===== src/rtl/fpa_pkg.sv =====
// Shared types and width helpers for the pipelined floating-point adder.
// Widths are derived from the exponent/mantissa field sizes of the instance.
package fpa_pkg;

    typedef enum logic [1:0] {
        ZERO   = 2'd0,
        NORMAL = 2'd1,
        INF    = 2'd2,
        NAN    = 2'd3
    } fp_class_t;

    // Extended mantissa layout: {hidden, mantissa, guard, round, sticky}
    localparam int GRS_W = 3;
    localparam int G_POS = 2;
    localparam int R_POS = 1;
    localparam int S_POS = 0;

    function automatic int ext_w(input int man_w);
        return man_w + 1 + GRS_W;
    endfunction

    function automatic int sum_w(input int man_w);
        return ext_w(man_w) + 1;
    endfunction

    function automatic int cnt_w(input int width);
        return $clog2(width + 1);
    endfunction

    function automatic int max_i(input int a, input int b);
        return (a > b) ? a : b;
    endfunction

    // Quiet NaN with sign 0, exponent all ones and only the top mantissa bit set.
    function automatic logic [127:0] canon_nan(input int exp_w, input int man_w);
        logic [127:0] v;
        v = '0;
        for (int i = 0; i < exp_w; i++) v[man_w + i] = 1'b1;
        v[man_w - 1] = 1'b1;
        return v;
    endfunction

endpackage


===== src/rtl/fpa_lzc.sv =====
// Combinational leading-zero counter; an all-zero input reports WIDTH.
module fpa_lzc #(
    parameter int WIDTH = 28,
    parameter int CNT_W = $clog2(WIDTH + 1)
) (
    input  logic [WIDTH-1:0] value,
    output logic [CNT_W-1:0] count
);

    // Scanning upward lets the most significant set bit win.
    always_comb begin
        count = CNT_W'(WIDTH);
        for (int i = 0; i < WIDTH; i++) begin
            if (value[i]) count = CNT_W'(WIDTH - 1 - i);
        end
    end

endmodule


===== src/rtl/fpa_pipe.sv =====
// Three-stage floating-point adder/subtractor with round-to-nearest-even,
// flush-to-zero on subnormal inputs, IEEE exception flags and a stall-all handshake.
module fpa_pipe
    import fpa_pkg::*;
#(
    parameter int EXP_W   = 8,
    parameter int MAN_W   = 23,
    parameter int TOTAL_W = 1 + EXP_W + MAN_W
) (
    input  logic               clk,
    input  logic               rst,
    input  logic               in_valid,
    output logic               in_ready,
    input  logic [TOTAL_W-1:0] number_A,
    input  logic [TOTAL_W-1:0] number_B,
    input  logic               op_sub,
    output logic               out_valid,
    input  logic               out_ready,
    output logic [TOTAL_W-1:0] number_out,
    output logic               flag_invalid,
    output logic               flag_overflow,
    output logic               flag_underflow,
    output logic               flag_inexact
);

    localparam int EXT_W = ext_w(MAN_W);
    localparam int SUM_W = sum_w(MAN_W);
    localparam int CNT_W = cnt_w(SUM_W);
    localparam int MAG_W = EXP_W + MAN_W;
    localparam int XW    = max_i(EXP_W, CNT_W) + 2;

    localparam logic [127:0]        NAN_WIDE = canon_nan(EXP_W, MAN_W);
    localparam logic [TOTAL_W-1:0]  NAN_VAL  = NAN_WIDE[TOTAL_W-1:0];
    localparam logic signed [XW-1:0] EXP_TOP = XW'((1 << EXP_W) - 1);

    function automatic fp_class_t classify(input logic [TOTAL_W-1:0] v);
        logic [EXP_W-1:0] e;
        logic [MAN_W-1:0] m;
        e = v[TOTAL_W-2:MAN_W];
        m = v[MAN_W-1:0];
        if (e == '0)      return ZERO;
        else if (e == '1) return (m == '0) ? INF : NAN;
        else              return NORMAL;
    endfunction

    // Valid/ready: a transfer happens on in_valid & in_ready or out_valid & out_ready;
    // all stages advance together whenever the output slot is empty or being drained.
    logic en;
    assign en       = !out_valid || out_ready;
    assign in_ready = en;

    // ---------------- S1: classify, swap, align ----------------
    logic [TOTAL_W-1:0] op_a, op_b;
    logic               sa, sb;
    fp_class_t          cls_a, cls_b;
    logic [MAG_W-1:0]   mag_a, mag_b, big_mag, small_mag;
    logic               a_big;
    logic [EXP_W-1:0]   exp_big, exp_small, diff;
    logic [EXT_W-1:0]   big_ext, small_ext, small_aln;

    assign op_a  = number_A;
    assign op_b  = {number_B[TOTAL_W-1] ^ op_sub, number_B[TOTAL_W-2:0]};
    assign sa    = op_a[TOTAL_W-1];
    assign sb    = op_b[TOTAL_W-1];
    assign cls_a = classify(op_a);
    assign cls_b = classify(op_b);

    // Zero-class operands (including flushed subnormals) take part as exact zeros.
    assign mag_a     = (cls_a == ZERO) ? '0 : op_a[MAG_W-1:0];
    assign mag_b     = (cls_b == ZERO) ? '0 : op_b[MAG_W-1:0];
    assign a_big     = (mag_a >= mag_b);
    assign big_mag   = a_big ? mag_a : mag_b;
    assign small_mag = a_big ? mag_b : mag_a;
    assign exp_big   = big_mag[MAG_W-1:MAN_W];
    assign exp_small = small_mag[MAG_W-1:MAN_W];
    assign diff      = exp_big - exp_small;
    assign big_ext   = {|exp_big, big_mag[MAN_W-1:0], {GRS_W{1'b0}}};
    assign small_ext = {|exp_small, small_mag[MAN_W-1:0], {GRS_W{1'b0}}};

    always_comb begin
        small_aln = '0;
        if (int'(diff) >= EXT_W - 1) begin
            small_aln = {{(EXT_W-1){1'b0}}, |small_ext};
        end else begin
            small_aln = (small_ext >> diff) |
                        {{(EXT_W-1){1'b0}}, |(small_ext & ~({EXT_W{1'b1}} << diff))};
        end
    end

    logic               byp;
    logic [TOTAL_W-1:0] byp_val;
    logic               byp_inv;

    always_comb begin
        byp     = 1'b1;
        byp_val = '0;
        byp_inv = 1'b0;
        if (cls_a == NAN || cls_b == NAN) begin
            byp_val = NAN_VAL;
            byp_inv = 1'b1;
        end else if (cls_a == INF && cls_b == INF && sa != sb) begin
            byp_val = NAN_VAL;
            byp_inv = 1'b1;
        end else if (cls_a == INF) begin
            byp_val = op_a;
        end else if (cls_b == INF) begin
            byp_val = op_b;
        end else if (cls_a == ZERO && cls_b == ZERO) begin
            byp_val = {sa & sb, {(TOTAL_W-1){1'b0}}};
        end else begin
            byp = 1'b0;
        end
    end

    logic               s1_valid, s1_byp, s1_byp_inv, s1_sign, s1_sub;
    logic [TOTAL_W-1:0] s1_byp_val;
    logic [EXP_W-1:0]   s1_exp;
    logic [EXT_W-1:0]   s1_big, s1_small;

    always_ff @(posedge clk or posedge rst) begin
        if (rst) begin
            s1_valid   <= 1'b0;
            s1_byp     <= 1'b0;
            s1_byp_inv <= 1'b0;
            s1_byp_val <= '0;
            s1_sign    <= 1'b0;
            s1_sub     <= 1'b0;
            s1_exp     <= '0;
            s1_big     <= '0;
            s1_small   <= '0;
        end else if (en) begin
            s1_valid   <= in_valid;
            s1_byp     <= byp;
            s1_byp_inv <= byp_inv;
            s1_byp_val <= byp_val;
            s1_sign    <= a_big ? sa : sb;
            s1_sub     <= sa ^ sb;
            s1_exp     <= exp_big;
            s1_big     <= big_ext;
            s1_small   <= small_aln;
        end
    end

    // ---------------- S2: add/subtract, leading-zero count ----------------
    logic [SUM_W-1:0] sum;
    logic [CNT_W-1:0] lz;

    assign sum = s1_sub ? ({1'b0, s1_big} - {1'b0, s1_small})
                        : ({1'b0, s1_big} + {1'b0, s1_small});

    fpa_lzc #(
        .WIDTH(SUM_W),
        .CNT_W(CNT_W)
    ) u_lzc (
        .value(sum),
        .count(lz)
    );

    logic               s2_valid, s2_byp, s2_byp_inv, s2_sign;
    logic [TOTAL_W-1:0] s2_byp_val;
    logic [EXP_W-1:0]   s2_exp;
    logic [SUM_W-1:0]   s2_sum;
    logic [CNT_W-1:0]   s2_lz;

    always_ff @(posedge clk or posedge rst) begin
        if (rst) begin
            s2_valid   <= 1'b0;
            s2_byp     <= 1'b0;
            s2_byp_inv <= 1'b0;
            s2_byp_val <= '0;
            s2_sign    <= 1'b0;
            s2_exp     <= '0;
            s2_sum     <= '0;
            s2_lz      <= '0;
        end else if (en) begin
            s2_valid   <= s1_valid;
            s2_byp     <= s1_byp;
            s2_byp_inv <= s1_byp_inv;
            s2_byp_val <= s1_byp_val;
            s2_sign    <= s1_sign;
            s2_exp     <= s1_exp;
            s2_sum     <= sum;
            s2_lz      <= lz;
        end
    end

    // ---------------- S3: normalise, round, pack ----------------
    logic [EXT_W-1:0]        norm;
    logic signed [XW-1:0]    exp_n, exp_r;
    logic                    lsb, g, r, s, round_up, rnd_carry;
    logic [MAN_W-1:0]        man_rnd;
    logic [TOTAL_W-1:0]      res;
    logic                    res_inv, res_ov, res_uf, res_inx;

    always_comb begin
        // A carry-out has no leading zeros, so exp + 1 - lz covers both directions.
        exp_n = XW'(s2_exp) + XW'(1) - XW'(s2_lz);
        if (s2_sum[SUM_W-1]) norm = {s2_sum[SUM_W-1:2], s2_sum[1] | s2_sum[0]};
        else                 norm = EXT_W'(s2_sum << (s2_lz - CNT_W'(1)));

        lsb      = norm[GRS_W];
        g        = norm[G_POS];
        r        = norm[R_POS];
        s        = norm[S_POS];
        round_up = g & (r | s | lsb);
        {rnd_carry, man_rnd} = {1'b0, norm[EXT_W-2:GRS_W]} + {{MAN_W{1'b0}}, round_up};
        exp_r = exp_n + XW'(rnd_carry);

        res     = '0;
        res_inv = 1'b0;
        res_ov  = 1'b0;
        res_uf  = 1'b0;
        res_inx = 1'b0;
        if (s2_byp) begin
            res     = s2_byp_val;
            res_inv = s2_byp_inv;
        end else if (!norm[EXT_W-1]) begin
            // Exact cancellation: nothing left after normalising.
            res = '0;
        end else if (exp_r >= EXP_TOP) begin
            res     = {s2_sign, {EXP_W{1'b1}}, {MAN_W{1'b0}}};
            res_ov  = 1'b1;
            res_inx = 1'b1;
        end else if (exp_r[XW-1] || exp_r == '0) begin
            res     = {s2_sign, {(TOTAL_W-1){1'b0}}};
            res_uf  = 1'b1;
            res_inx = 1'b1;
        end else begin
            res     = {s2_sign, exp_r[EXP_W-1:0], man_rnd};
            res_inx = g | r | s;
        end
    end

    always_ff @(posedge clk or posedge rst) begin
        if (rst) begin
            out_valid      <= 1'b0;
            number_out     <= '0;
            flag_invalid   <= 1'b0;
            flag_overflow  <= 1'b0;
            flag_underflow <= 1'b0;
            flag_inexact   <= 1'b0;
        end else if (en) begin
            out_valid <= s2_valid;
            if (s2_valid) begin
                number_out     <= res;
                flag_invalid   <= res_inv;
                flag_overflow  <= res_ov;
                flag_underflow <= res_uf;
                flag_inexact   <= res_inx;
            end
        end
    end

endmodule

===== config.mk =====
export PLATFORM = sky130hd
export DESIGN_NAME = fpa_pipe
export DESIGN_NICKNAME = d
export VERILOG_FILES = /design/src/rtl/fpa_pkg.sv /design/src/rtl/fpa_lzc.sv /design/src/rtl/fpa_pipe.sv
export SDC_FILE = /design/constraint.sdc
export NUM_CORES = 1
export LEC_CHECK = 0
export BUFFER_PORTS_ARGS = -buffer_cell sky130_fd_sc_hd__buf_2
export CORE_ASPECT_RATIO = 1.1
export CORE_MARGIN = 2
export CORE_UTILIZATION = 62
export CTS_CLUSTER_SIZE = 30
export DETAILED_ROUTE_END_ITERATION = 8
export PLACE_DENSITY = 0.87
export SETUP_SLACK_MARGIN = 0.05
export SYNTH_ARGS = -nofsm -noshare
export SYNTH_HDL_FRONTEND = slang
export SYNTH_SLANG_ARGS = --single-unit

===== constraint.sdc =====
create_clock -name clk -period 13.36 [get_ports clk]
set_clock_uncertainty 0.05 [all_clocks]
set_input_delay 2.004 -clock clk [delete_from_list [all_inputs] [get_ports clk]]
set_output_delay 2.004 -clock clk [all_outputs]
set_load 0.03 [all_outputs]

==> run_results.csv <==
group,metric,value,unit
floorplan,ios,107,
worst_hold_path,worstHoldStart,"s1_byp_val[21]$_DFFE_PP0N_",
critical_path,max_stage_delay,0.80,ns
logic_synthesis,synthesis.area,0.0168,mm2
critical_path,reg2reg_depth,29,
clock_tree,h-tree-depth,1,
floorplan,die_x,161,um
sta,worst_pin_slew,1.03,ns
sta,max_freq,126,MHz
grt,antenna_found_initial,0,
sta,slew_headroom,0.314,
grt,gr-total-overflow,0,
logic_synthesis,synth_edf_count,0,
logic_synthesis,yosysSeqAreaShare,0.313,
clock_tree,clockBufferDepth,3,
sta,final.min_clock_period,7.95,ns
logic_synthesis,synth_common_cells,"nand2_1 (403), dfrtp_1 (210), nor2_1 (187)",
logic_synthesis,syn_avg_cell_area,7.91,um2
floorplan,rows,63,
floorplan,dieArea,0.0284,mm2
placed_design,dp_hpwl,36700,um
critical_path,reg2reg_slack,6.18,ns
logic_synthesis,ys_seq_elements,210,
sta,setup-tns-final,0,ns
clock_tree,root_buffer,"clkbuf_16",
layout,drive_gt1_frac,0.110,
critical_path,r2r-end,"number_out[21]$_DFFE_PP0P_",
critical_path,crit_path_start_kind,"primary input",
floorplan,fp.dieH,176,um
sta,slew_viol_final,0,
detailed_routing,drc,0,
layout,final_nets,2308,
detailed_routing,first_pass_iters,6,
worst_hold_path,holdPathEnd,"s2_byp_val[21]$_DFFE_PP0N_",
logic_synthesis,ys_types,88,
run_status,status,"finished clean",
clock_tree,clk_latency,0.52,ns
grt,grt_pass1_vias,15200,
pwr,power.share.clock,0.149,
critical_path,endpoint_kind,"register",
layout,n_antenna_cell,0,
logic_synthesis,synth_nets,2290,
detailed_routing,vias,16100,
clock_tree,cts_buffers,23,
logic_synthesis,ys.flop_type,"dfrtp_1",
pwr,power.density,225,mW/mm2
detailed_routing,vias_per_cell,6.43,
critical_path,cp_max_fo,35,
critical_path,cp_data_required_time,13.71,ns
sta,hold_viol,0,
critical_path,cp_cell_sequence,"buf_2 > inv_1 > ha_1 > inv_2 > or4_4 > or3_1 > or3_1 > o32ai_1 > nor2_1 > ha_1 > buf_4 > clkinv_1 > mux2_2 > mux2_2 > mux2_2 > nand3_1 > o21ai_0 > nor4_1 > a31oi_1",
logic_synthesis,async_flop_share,1.00,
clock_tree,cts_resized,0,
logic_synthesis,post-synth-top-count-cell,"nand2_1",
pwr,p_seq_frac,0.228,
critical_path,cp_top_family,"simple AND/OR/NAND/NOR gates",
pwr,p_switching,2.00,mW
worst_hold_path,min_path_cells,2,
clock_tree,postCtsSetupRepairBufs,0,
grt,grt_pass1_wl,78700,um
detailed_routing,drtIter0Drc,1701,
sta,setup_viol,0,
floorplan,initial_core_util,0.626,
pwr,power_leakage,8.32,nW
worst_hold_path,hold_path.class,"register to register",
clock_tree,cts_tree,"built",
clock_tree,cts_sinks,210,
logic_synthesis,yosys-top-cells-area,"dfrtp_1 (31%), nand2_1 (9.0%), ha_1 (7.4%)",
detailed_routing,wl,48600,um
grt,grt_usage,0.340,
detailed_routing,postRouteAntennaNets,0,
logic_synthesis,synth_top_area_cell,"dfrtp_1",
clock_tree,postCtsHoldBufs,0,
clock_tree,path_clk_slew,0.06,ns
sta,fin_crit_sh,0.595,
critical_path,crit_slowest_cell,"ha_1",
critical_path,crit-reg2reg-launch,"s2_lz[0]$_DFFE_PP0N_",
pwr,fin_total_pwr,4.08,mW
grt,grt_max_degree,100,
critical_path,crit_buf_inv,5,
logic_synthesis,post-synth-top-area-fraction,0.313,
pwr,intPower,2.08,mW
layout,final_util,0.678,
detailed_routing,wl_per_cell,19.4,um
critical_path,cp_common_cell,"mux2_2",
sta,rsz0062_at_grt,"no",
pwr,switching_share,0.490,
logic_synthesis,yosysWarnings,0,
flow_run,cap_violations,0,
placed_design,place.gp.congestion,0.972,
pwr,power_frac_comb,0.623,
pwr,ir_drop,0.136,mV
floorplan,core,0.0268,mm2
layout,area_delta_synth_final,8.35,%
critical_path,worstPathArrival,8.29,ns
placed_design,port_buffers,106,
logic_synthesis,synth_cells,2119,
critical_path,path_class,"primary input to register",
-- worst max path at each step --
stage,start,to,slack [ns],cells past startpoint
after detailed placement,number_B[23],s1_small[0]$_DFFE_PP0N_,5.05,19
after global placement,number_B[23],s1_small[0]$_DFFE_PP0N_,5.05,19
after global routing,number_B[23],s1_small[0]$_DFFE_PP0N_,5.07,19
after floorplan,rst,flag_inexact$_DFFE_PP0P_,5.57,1
after CTS,number_B[23],s1_small[0]$_DFFE_PP0N_,5.56,19
final,number_B[23],s1_small[0]$_DFFE_PP0N_,5.41,19
-- sequential cells by signal, indices dropped and copies added (netlist names) --
name and cells:
s2_byp 1, s1_exp 8, s1_byp_val 32, s2_sign 1, s2_exp 8, s2_byp_inv 1, s1_sign 1, number_out 32
s1_byp_inv 1, flag_overflow 1, s1_byp 1, flag_underflow 1, s1_small 27, s1_valid 1, s2_sum 28, out_valid 1
s2_valid 1, s1_big 24, s2_byp_val 32, s2_lz 5, s1_sub 1, flag_invalid 1, flag_inexact 1
-- layer usage --
metal,wire (um),GRT usage
met5,0,0
met1,20500,0.453
met3,2970,0.0381
met4,2170,0.141
met2,23000,0.569
-- metrics by stage --
stage | worst slack, ns | area [um2] | hold WS, ns | cells
2_1_floorplan | 5.57 | 16800 | 0.387 | 2119
3_3_place_gp | 5.05 | 17400 | 0.399 | 2469
3_5_place_dp | 5.05 | 17400 | 0.400 | 2469
4_1_cts | 5.56 | 18200 | 0.411 | 2510
5_1_grt | 5.07 | 18200 | 0.424 | 2510
6_report | 5.41 | 18200 | 0.413 | 2510
-- kinds of logic after synthesis --
kind of cell	share of synthesized area
DFF	0.313
adders and majority gates	0.0787
muxes	0.0725
buffers and inverters	0.0536
AOI/OAI and AO/OA	0.230
xor gates and xnor gates	0.0308
and+or+nand+nor	0.221
-- cell usage in the layout, fill, tap and decap left out, drive strengths merged, types with 6 or more instances in the layout --
cell type / Yosys / routed
buf: 25 / 129
dfrtp: 210 / 210
xor2: 23 / 23
nand2: 403 / 403
and3: 16 / 16
o41ai: 7 / 7
and2: 50 / 50
a21boi: 9 / 9
a211oi: 27 / 27
nand2b: 15 / 15
o21a: 23 / 23
inv: 95 / 97
mux2i: 54 / 54
or3: 13 / 13
ha: 99 / 99
mux4: 22 / 22
a311oi: 6 / 6
nand3: 41 / 41
or2: 7 / 7
clkbuf: 111 / 35
a22oi: 38 / 38
o21ai: 173 / 173
a21o: 16 / 16
nor2b: 11 / 11
o21bai: 12 / 12
o221ai: 11 / 11
nor3: 32 / 32
a221o: 6 / 6
o211ai: 30 / 30
a31oi: 23 / 23
a21oi: 116 / 116
o31ai: 13 / 13
nand4: 15 / 15
a32oi: 8 / 8
a22o: 6 / 6
nor2: 187 / 187
xnor2: 36 / 36
o22ai: 8 / 8
nor4: 21 / 21
mux2: 16 / 16
-- power by group through the flow --
stage	Sequential, mW	Clock, mW	Combinational [mW]
2_1_floorplan	0.954	0	1.81
3_3_place_gp	0.927	0	2.43
6_report	0.930	0.610	2.54
3_5_place_dp	0.937	0	2.47
4_1_cts	0.927	0.617	2.50
5_1_grt	0.949	0.642	2.77
-- tightest hold or removal path: cells and delay by family, from the launching register on --
family	cells	cell delay, ns
flops	1	0.34
simple gates	2	0.10
-- layout make-up --
type / instances / area (um2)
Sequential cell: 210 / 5260
Inverter: 97 / 374
Clock inverter: 6 / 53.8
Fill cell: 2263 / 8630
Tap cell: 357 / 447
Timing Repair Buffer: 129 / 703
Multi-Input combinational cell: 1676 / 10700
Clock buffer: 35 / 681
Note: power is estimated with default switching activity, not from simulation.
